<file path="src/rtl/burst_decode.sv">
// burst_decode
//   Recovers (base, length) bursts from a stream of W-bit addresses. A burst
//   is a maximal run of addresses stepping by one modulo 2^W. A run closes on
//   a non-contiguous beat, a forced restart (in_start), length saturation at
//   2^LW-1 beats, or flush. Each closed run is emitted as one descriptor
//   through a single-entry valid/ready output register.
//
// Ports
//   clk, rst        : clock, synchronous active-high reset
//   in_valid/ready  : address beat handshake
//   in_addr         : address beat
//   in_start        : beat begins a new burst regardless of contiguity
//   flush           : close any open burst without a new beat
//   out_valid/ready : descriptor handshake
//   out_base        : first address of the burst
//   out_len         : number of beats in the burst (>= 1)
//   busy            : a burst is currently open
module burst_decode #(
  parameter int W  = 16,
  parameter int LW = 16
) (
  input  logic          clk,
  input  logic          rst,
  input  logic          in_valid,
  output logic          in_ready,
  input  logic [W-1:0]  in_addr,
  input  logic          in_start,
  input  logic          flush,
  output logic          out_valid,
  input  logic          out_ready,
  output logic [W-1:0]  out_base,
  output logic [LW-1:0] out_len,
  output logic          busy
);

  localparam logic [LW-1:0] LEN_MAX = {LW{1'b1}};
  localparam logic [LW-1:0] LEN_ONE = {{(LW-1){1'b0}}, 1'b1};

  function automatic logic [W-1:0] addr_inc(input logic [W-1:0] a);
    return a + {{(W-1){1'b0}}, 1'b1};
  endfunction

  logic          active;
  logic [W-1:0]  cur_base;
  logic [W-1:0]  cur_next;
  logic [LW-1:0] cur_len;

  logic slot_free;
  logic accept;
  logic cont;
  logic do_flush;
  logic emit;

  // The output slot is free when empty or being drained this cycle; flush
  // has priority over beats, so no beat is taken while it is asserted.
  assign slot_free = !out_valid || out_ready;
  assign in_ready  = slot_free && !flush;
  assign accept    = in_valid && in_ready;

  assign cont     = active && !in_start && (in_addr == cur_next) && (cur_len != LEN_MAX);
  assign do_flush = flush && active && slot_free;
  assign emit     = (accept && active && !cont) || do_flush;

  assign busy = active;

  // Run tracking
  always_ff @(posedge clk) begin
    if (rst) begin
      active   <= 1'b0;
      cur_base <= '0;
      cur_next <= '0;
      cur_len  <= '0;
    end else if (accept) begin
      if (cont) begin
        cur_len  <= cur_len + LEN_ONE;
        cur_next <= addr_inc(cur_next);
      end else begin
        // Idle start or break: the beat opens a fresh run.
        active   <= 1'b1;
        cur_base <= in_addr;
        cur_next <= addr_inc(in_addr);
        cur_len  <= LEN_ONE;
      end
    end else if (do_flush) begin
      active <= 1'b0;
    end
  end

  // Descriptor output register; a new emit replaces a descriptor that is
  // being drained in the same cycle.
  always_ff @(posedge clk) begin
    if (rst) begin
      out_valid <= 1'b0;
      out_base  <= '0;
      out_len   <= '0;
    end else if (emit) begin
      out_valid <= 1'b1;
      out_base  <= cur_base;
      out_len   <= cur_len;
    end else if (out_ready) begin
      out_valid <= 1'b0;
    end
  end

endmodule

</file>
<file path="config.mk">
export PLATFORM = sky130hd
export DESIGN_NAME = burst_decode
export DESIGN_NICKNAME = d
export VERILOG_FILES = /design/src/rtl/burst_decode.sv
export SDC_FILE = /design/constraint.sdc
export NUM_CORES = 1
export LEC_CHECK = 0
export CORE_ASPECT_RATIO = 0.6
export CORE_UTILIZATION = 53
export DETAILED_ROUTE_END_ITERATION = 16
export PLACE_DENSITY = 0.91
export SETUP_SLACK_MARGIN = 0.15
export SYNTH_ARGS = -nofsm -noshare
export SYNTH_HDL_FRONTEND = slang
export SYNTH_SLANG_ARGS = --single-unit
</file>
<file path="constraint.sdc">
create_clock -name clk -period 2.35 [get_ports clk]
set_input_delay 0.5875 -clock clk [delete_from_list [all_inputs] [get_ports clk]]
set_output_delay 0.5875 -clock clk [all_outputs]
set_load 0.05 [all_outputs]
</file>
==> results.sh, run 1 <==
export IMPL_synth_area_mux_share_pct=13.3
export IMPL_p_leak_nw=1.97
export IMPL_diodes=0
export IMPL_p_total_mw=3.32
export IMPL_synth_seq_cells=82
export IMPL_synth_edf_count=0
export IMPL_gp_congestion=0.891
export IMPL_drc_errors=0
export IMPL_max_freq_mhz=453
export IMPL_swShare_pct=22.8
export IMPL_finalClockSkew_ns=0.00817
export IMPL_crit_family="buffers and inverters"
export IMPL_grt_overflow=0
export IMPL_numPortBuffers=56
export IMPL_tns_ns=0
export IMPL_pre_cts_slack_ns=-0.163
export IMPL_max_stage_delay_ns=0.46
export IMPL_grt_pass1_wl_mm=13.9
export IMPL_cts_tree="built"
export IMPL_power_density_nw_per_um2=657
export IMPL_grt_pass1_vias=2964
export IMPL_drt_wl_total_mm=9.60
export IMPL_async_flop_share_pct=0
export IMPL_syn2layout_area_growth_pct=39.5
export IMPL_holdCritPathClass="register to register"
export IMPL_p_switching_mw=0.758
export IMPL_drive_gt1_share_pct=19.3
export IMPL_detail_route_antenna_nets=0
export IMPL_critical_path_slowest_cell="clkdlybuf4s50_1"
export IMPL_synth_xor_area_share_pct=9.68
export IMPL_synth_seq_area_share_pct=45.4
export IMPL_outcome="complete, no violations"
export IMPL_yosysMostFrequentCell="nor2_1"
export IMPL_worst_slew_pin_slew_ns=0.519
export IMPL_ios=57
export IMPL_final_core_util_pct=79.4
export IMPL_netlist_area_leader_share_pct=45.4
export IMPL_path_max_fanout=7
export IMPL_clock_sinks=82
export IMPL_hpwl_mm=5.82
export IMPL_insertion_delay_ns=0.34
export IMPL_cp_arrival_ns=2.43
export IMPL_vias_per_cell=5.64
export IMPL_syn_mean_instance_area_um2=9.40
export IMPL_max_cap_violations=0
export IMPL_yosys_top_cells_count="83 x nor2_1, 82 x dfxtp_1, 48 x mux2i_1"
export IMPL_synth_area_leaders="dfxtp_1 45%, mux2i_1 13%, nor2_1 8.6%"
export IMPL_path_cells="clkdlybuf4s50_1 -> xnor2_2 -> nand4_1 -> nor4_2 -> a21oi_2 -> buf_4 -> mux2i_1 -> nor2_1"
export IMPL_period_share_pct=94.0
export IMPL_rows=22
export IMPL_wl_per_cell_um=17.1
export IMPL_finalMaxSlewViolations=0
export IMPL_slew_headroom_pct=65.3
export IMPL_die_y_um=66.0
export IMPL_peakVddDrop_v=0.000593
export IMPL_min_period_ns=2.21
export IMPL_setup_viol=0
export IMPL_netlist_area_um2=3620
export IMPL_cts_buffers=9
export IMPL_fin_nets=497
export IMPL_syn_num_nets=409
export IMPL_synth_compound_area_share_pct=6.29
export IMPL_combPwrFrac_pct=11.6
export IMPL_critPathBufInv=2
export IMPL_htree_num_levels=3
export IMPL_coreArea_um2=6360
export IMPL_endpoint_kind="register"
export IMPL_initial_utilization_pct=56.9
export IMPL_timing_hold_ws_ns=0.483
export IMPL_seqPwrFrac_pct=44.0
export IMPL_timing_worst_setup_path_type="input pin to register"
export IMPL_synth_area_leader_cell="dfxtp_1"
export IMPL_path_clk_slew_ns=0.06
export IMPL_synth_top_family_by_area="simple AND/OR/NAND/NOR gates"
export IMPL_antenna_found_initial=0
export IMPL_fp_dieW_um=109
export IMPL_drtIter0Drc=159
export IMPL_power_internal_mw=2.56
export IMPL_die_area_um2=7170
export IMPL_synth_adder_area_share_pct=0.692
export IMPL_critPathRequiredTime_ns=2.57
export IMPL_synth_ff_type="dfxtp_1"
export IMPL_cts_root_buf="clkbuf_16"
export IMPL_rsz0062_at_grt="yes"
export IMPL_hold_viol=0
export IMPL_ys_warn_count=0
export IMPL_first_pass_iters=5
export IMPL_syn_inst=385
export IMPL_vias=3159
export IMPL_setup_slack_ns=0.141
export IMPL_clkPwrFrac_pct=44.4
export IMPL_cts_path_max_buffers=2
export IMPL_grt_max_degree=32
export IMPL_grtUsageTotal_pct=25.5
export IMPL_cp_start_kind="input pin"
export IMPL_yosys_area_share_simple_pct=20.6
export IMPL_ys_types=39
layout by cell type, fill, tap and decap left out, types with 2 or more instances in the layout:
cell and count:
a211oi_1 14, dfxtp_1 80, xnor2_2 14, nand2_1 16, xnor2_1 7, dlygate4sd2_1 2
nor3_1 3, a21oi_1 2, buf_6 3, xor2_1 19, clkbuf_16 11, nand4_1 13
buf_12 3, dfxtp_2 2, nor2_1 82, bufinv_16 2, and3_2 2, nor3_2 2
and3_1 8, nand3b_1 2, clkdlybuf4s50_1 41, nand2b_1 2, dlymetal6s2s_1 11, nor4b_1 2
mux2i_1 48, nand3_1 14, buf_4 38, o21ai_0 6
final timing paths:
kind                            slack, ns                     from  cells past startpoint                   endpoint
worst max-delay path                 0.14              in_addr[11]                      8  cur_base[13]$_SDFFE_PP0P_
worst min-delay path                 0.48  cur_len[1]$_SDFFE_PP0P_                      2    cur_len[1]$_SDFFE_PP0P_
worst max register to register       0.25  cur_len[0]$_SDFFE_PP0P_                      9  out_base[11]$_SDFFE_PP0P_
worst min register to register       0.48  cur_len[1]$_SDFFE_PP0P_                      2    cur_len[1]$_SDFFE_PP0P_
what timing repair did:
action / CTS / global route
gates cloned: 0 / 2
setup endpoints to repair: 2 / 66
pin swaps: 1 / 4
setup buffers: 1 / 1
hold buffers: 0 / 0
resized for setup: 6 / 36
area by class of cell:
cell class | count | area [µm²]
clock buffer | 11 | 243
tap | 84 | 105
multi-input combinational | 278 | 1990
inverter | 1 | 3.75
timing repair buffer | 101 | 1000
fill | 379 | 1310
sequential | 82 | 1640
clock inverter | 3 | 65.1
sequential cells by signal (all words and copies together) (netlist names):
| name | flops |
|---|---|
| cur_base | 16 |
| cur_len | 16 |
| cur_next | 16 |
| out_base | 16 |
| out_len | 16 |
| busy | 1 |
| out_valid | 1 |
cells by family after synthesis:
kind of cell	count (synthesis)
and+or+nand+nor	158
adders and majority gates	2
buffers and inverters	25
muxes	48
xor gates and xnor gates	40
AOI/OAI and AO/OA	30
DFF	82
layer usage:
metal,track usage [%],wire length [µm],vias to the layer above
li1,-,-,1496
met1,32.3,4270,1539
met2,40.3,4580,109
met3,7.59,610,15
met4,11.3,136,0
met5,0,0,-
tightest hold or removal path: stages (launching register included):
cell and delay, ns:
dfxtp_2 0.34, nand2_1 0.06, a21oi_1 0.05
power by group through the flow:
stage	clock (mW)	sequential [mW]	combinational, mW
floorplan	0	1.49	0.179
global placement	0	1.48	0.322
detailed placement	0	1.48	0.332
CTS	1.48	1.45	0.337
global route	1.54	1.46	0.410
finish	1.47	1.46	0.385
through the flow:
| step | cells | cell area, µm² |
|---|---|---|
| CTS | 557 | 4810 |
| global route | 560 | 5050 |
| detailed placement | 542 | 4480 |
| floorplan | 385 | 3630 |
| global placement | 542 | 4480 |
| finish | 560 | 5050 |
No activity file was read; power rests on OpenSTA's default activity.
==> run 2, diff against run 1 <==
CTS_BUF_LIST = sky130_fd_sc_hd__clkbuf_8 sky130_fd_sc_hd__clkbuf_16   (was unset)
clock period = 2.3 ns   (was 2.35 ns; I/O delays follow)
==> run 2 against run 1 <==
  * The flow now finishes with violations (setup timing)
  * Non-clock buffer count down 1
  * Sequential share of layout area up 0.36 points
  * Power up 2.1%
  * Global-route usage up 2.9 points
  * Clock-buffer cell count up 2
  * Register-to-register slack worse by 0.13 ns
  * Cell count up 0.18%
  * Sequential power about the same
  * First-iteration DRC count up 94%
  * Largest cell class unchanged
==> results.sh, run 2 (same netlist as run 1, synthesis figures left out) <==
export IMPL_outcome="finished with violations"
export IMPL_failed_checks="setup timing"
export IMPL_final_common_cell="nor2_1"
export IMPL_layout_cells_non_filler=561
export IMPL_antenna_found_initial=0
export IMPL_critPathRequiredTime_ns=2.51
export IMPL_grt_max_degree=32
export IMPL_die_y_um=66.0
export IMPL_ios=57
export IMPL_max_cap_violations=0
export IMPL_max_stage_delay_ns=0.57
export IMPL_setup_viol=4
export IMPL_cts_tree="built"
export IMPL_vias_per_cell=5.96
export IMPL_power_density_nw_per_um2=677
export IMPL_numPortBuffers=56
export IMPL_vias=3346
export IMPL_grtUsageTotal_pct=28.4
export IMPL_placed_area_um2=4480
export IMPL_timing_worst_setup_path_type="input pin to register"
export IMPL_dp_cells=542
export IMPL_min_period_ns=2.33
export IMPL_cts_buffers=9
export IMPL_layout_common_cells="82 x nor2_1, 79 x dfxtp_1, 48 x mux2i_1, 41 x buf_4, 36 x clkdlybuf4s50_1"
export IMPL_drt_wl_total_mm=10.6
export IMPL_drive_gt1_share_pct=18.7
export IMPL_tns_ns=-0.0491
export IMPL_fp_dieW_um=109
export IMPL_slew_headroom_pct=63.5
export IMPL_clock_sinks=82
export IMPL_gp_congestion=0.879
export IMPL_cts_root_buf="clkbuf_16"
export IMPL_pre_cts_slack_ns=-0.218
export IMPL_critical_path_slowest_cell="clkdlybuf4s50_1"
export IMPL_p_leak_nw=1.95
export IMPL_insertion_delay_ns=0.34
export IMPL_setup_slack_ns=-0.0293
export IMPL_cp_start_kind="input pin"
export IMPL_syn2layout_area_growth_pct=38.2
export IMPL_cts_path_max_buffers=2
export IMPL_path_cells="clkdlybuf4s50_1 -> nor3b_4 -> o21ai_0 -> a31oi_4 -> buf_4 -> buf_12 -> mux2i_1 -> nor2_1"
export IMPL_fin_nets=496
export IMPL_finalMaxSlewViolations=0
export IMPL_detail_route_antenna_nets=0
export IMPL_hold_viol=0
export IMPL_first_pass_iters=5
export IMPL_final_core_util_pct=78.7
export IMPL_initial_utilization_pct=56.9
export IMPL_path_clk_slew_ns=0.06
export IMPL_htree_num_levels=3
export IMPL_rows=22
export IMPL_holdCritPathClass="register to register"
export IMPL_cts_hold_buf=0
export IMPL_drc_errors=0
export IMPL_wl_per_cell_um=18.8
export IMPL_design_area_um2=5000
export IMPL_coreArea_um2=6360
export IMPL_endpoint_kind="register"
export IMPL_diodes=0
export IMPL_max_freq_mhz=429
export IMPL_grt_overflow=0
export IMPL_timing_hold_ws_ns=0.495
export IMPL_n_fill_cell=396
export IMPL_die_area_um2=7170
export IMPL_period_share_pct=101
export IMPL_hpwl_mm=5.97
export IMPL_crit_family="buffers and inverters"
export IMPL_peakVddDrop_v=0.000507
export IMPL_grt_pass1_vias=3102
export IMPL_worst_slew_pin_slew_ns=0.545
export IMPL_cp_arrival_ns=2.54
export IMPL_critPathBufInv=3
export IMPL_path_max_fanout=11
export IMPL_drtIter0Drc=309
export IMPL_grt_pass1_wl_mm=15.2
export IMPL_p_total_mw=3.39
export IMPL_finalClockSkew_ns=0.0118
-- run 2: worst register-to-register path, delay by kind of cell, from the launching register on --
family	cells	cell delay, ns
buffers and inverters	2	0.31
multiplexers	1	0.22
AND/OR/NAND/NOR	3	0.51
AO/OA/AOI/OAI	2	0.48
flip-flops	1	0.38
adder cells (fa/ha/maj)	1	0.16
-- run 2: what timing repair did --
item / 4_1_cts / 5_1_grt
endpoints found under the setup margin: 53 / 57
gates resized for setup: 24 / 22
cloned: 1 / 0
buffers inserted: 1 / 1
pin swaps: 4 / 5
-- run 2: routing by layer --
layer	wire length, µm	GRT usage [%]	up-vias	share of wire (%)
li1	-	-	1500	-
met1	4350	35.5	1546	41
met2	4690	47.5	216	44
met3	895	8.57	84	8.5
met4	613	8.28	0	5.8
met5	0	0	-	0
-- run 2: area by class of cell --
cell class	count	area [µm²]	share of cell area [%]
timing repair buffer	100	943	18.9
multi-input combinational	278	1980	39.7
tap	84	105	2.10
inverter	1	3.75	0.0750
sequential	82	1650	32.9
clock buffer	13	280	5.60
clock inverter	3	37.5	0.750
-- run 2: final timing paths --
check	startpoint	to	slack (ns)	cells after the start
setup / recovery	in_valid	out_base[4]$_SDFFE_PP0P_	-0.03	8
hold / removal	cur_base[3]$_SDFFE_PP0P_	cur_base[3]$_SDFFE_PP0P_	0.50	2
setup reg to reg	cur_len[0]$_SDFFE_PP0P_	out_base[4]$_SDFFE_PP0P_	0.12	9
hold reg to reg	cur_base[3]$_SDFFE_PP0P_	cur_base[3]$_SDFFE_PP0P_	0.50	2
-- run 2: where the power goes --
part	switching (mW)	total [mW]	internal [mW]
sequential	0.0348	1.49	1.46
clock	0.551	1.50	0.952
combinational	0.214	0.392	0.178
total	0.799	3.39	2.59
==> run 3, diff against run 2 <==
HOLD_SLACK_MARGIN = 0.05   (was unset)
SKIP_CTS_REPAIR_TIMING = 1   (was unset)
==> run 3 against run 2 <==
  * The run now ends clean
  * Power grew 0.13%
  * Cell count is the same
  * Utilization up 1.3 points
  * Clock power barely moved
  * Combinational power about the same
  * Worst setup slack better by 0.20 ns
  * Routed wire length is 2.9% lower
  * Critical path type unchanged
  * Highest routed layer unchanged
==> results.sh, run 3 (same netlist as run 1, synthesis figures left out) <==
export IMPL_finalClockSkew_ns=0.00713
export IMPL_antenna_found_initial=0
export IMPL_drtIter0Drc=227
export IMPL_critical_path_slowest_cell="clkdlybuf4s50_1"
export IMPL_grt_overflow=0
export IMPL_setup_viol=0
export IMPL_final_common_cell="nor2_1"
export IMPL_insertion_delay_ns=0.35
export IMPL_worst_slew_pin_slew_ns=0.520
export IMPL_ios=57
export IMPL_coreArea_um2=6360
export IMPL_layout_common_cells="81 x nor2_1, 78 x dfxtp_1, 46 x mux2i_1, 39 x buf_4, 36 x clkdlybuf4s50_1"
export IMPL_numPortBuffers=56
export IMPL_initial_utilization_pct=56.9
export IMPL_outcome="complete, no violations"
export IMPL_hpwl_mm=5.97
export IMPL_slew_headroom_pct=65.2
export IMPL_path_clk_slew_ns=0.06
export IMPL_grt_pass1_vias=3078
export IMPL_critPathRequiredTime_ns=2.51
export IMPL_vias=3278
export IMPL_grt_pass1_wl_mm=14.4
export IMPL_path_cells="clkdlybuf4s50_1 -> xnor2_1 -> and4bb_1 -> a31oi_4 -> clkbuf_16 -> mux2i_1 -> nor2_1"
export IMPL_max_freq_mhz=470
export IMPL_drt_wl_total_mm=10.2
export IMPL_path_max_fanout=5
export IMPL_period_share_pct=92.5
export IMPL_max_cap_violations=0
export IMPL_p_leak_nw=2.04
export IMPL_min_period_ns=2.13
export IMPL_gp_congestion=0.879
export IMPL_finalMaxSlewViolations=0
export IMPL_crit_path_start="in_addr[14]"
export IMPL_min_from="cur_base[2]$_SDFFE_PP0P_"
export IMPL_wl_per_cell_um=18.3
export IMPL_final_core_util_pct=79.9
export IMPL_cts_path_max_buffers=2
export IMPL_power_density_nw_per_um2=667
export IMPL_drc_errors=0
export IMPL_diodes=0
export IMPL_grtUsageTotal_pct=26.6
export IMPL_pre_cts_slack_ns=-0.218
export IMPL_rows=22
export IMPL_rsz0062_at_grt="no"
export IMPL_peakVddDrop_v=0.000501
export IMPL_clock_sinks=82
export IMPL_cts_buffers=9
export IMPL_cts_root_buf="clkbuf_16"
export IMPL_grt_max_degree=32
export IMPL_syn2layout_area_growth_pct=40.5
export IMPL_cts_tree="built"
export IMPL_vias_per_cell=5.84
export IMPL_cp_start_kind="input pin"
export IMPL_holdCritPathClass="register to register"
export IMPL_die_y_um=66.0
export IMPL_drive_gt1_share_pct=19.5
export IMPL_timing_hold_ws_ns=0.495
export IMPL_r2r_start="cur_len[0]$_SDFFE_PP0P_"
export IMPL_tns_ns=0
export IMPL_setup_slack_ns=0.173
export IMPL_hold_viol=0
export IMPL_timing_worst_setup_path_type="input pin to register"
export IMPL_die_area_um2=7170
export IMPL_detail_route_antenna_nets=0
export IMPL_cp_arrival_ns=2.34
export IMPL_htree_num_levels=3
export IMPL_p_total_mw=3.39
export IMPL_max_stage_delay_ns=0.45
export IMPL_endpoint_kind="register"
export IMPL_fin_nets=496
export IMPL_first_pass_iters=5
export IMPL_fp_dieW_um=109
[run 3: path summary, 6_finish.rpt]
path	endpoint	slack, ns	cells after the start
max	out_len[0]$_SDFFE_PP0P_	0.17	7
min	cur_base[2]$_SDFFE_PP0P_	0.50	2
max reg2reg	out_len[0]$_SDFFE_PP0P_	0.20	8
min reg2reg	cur_base[2]$_SDFFE_PP0P_	0.50	2
[run 3: area by class of cell]
class	instances	area (µm²)
clock buffers	13	280
clock inverters	3	37.5
fillers	373	1270
inverters	1	3.75
multi-input cells	278	2010
flip-flops and latches	82	1650
well taps	84	105
repair buffers	100	1000
[run 3: worst max-delay path: cells and delay by family]
family,cells,cell delay [ns]
XOR/XNOR,1,0.19
multiplexers,1,0.19
buffers and inverters,2,0.70
AO/OA/AOI/OAI,1,0.37
AND/OR/NAND/NOR,2,0.31
[run 3: per-layer routing]
metal	GRT usage, %	routed length [µm]
met5	0	0
met4	7.60	316
met3	9.06	981
met2	43.7	4710
met1	33.3	4230
[run 3: where the power goes]
group          switching [mW]  internal [mW]  total [mW]
Sequential             0.0336           1.46        1.49
Clock                   0.556          0.951        1.51
Combinational           0.208          0.186       0.394
Total                   0.797           2.59        3.39
[run 3: stage by stage]
| step | instances | area [µm²] |
|---|---|---|
| after global placement | 542 | 4480 |
| after CTS | 558 | 4800 |
| after global routing | 561 | 5080 |
| final | 561 | 5080 |
| after detailed placement | 542 | 4480 |
| after floorplan | 385 | 3630 |
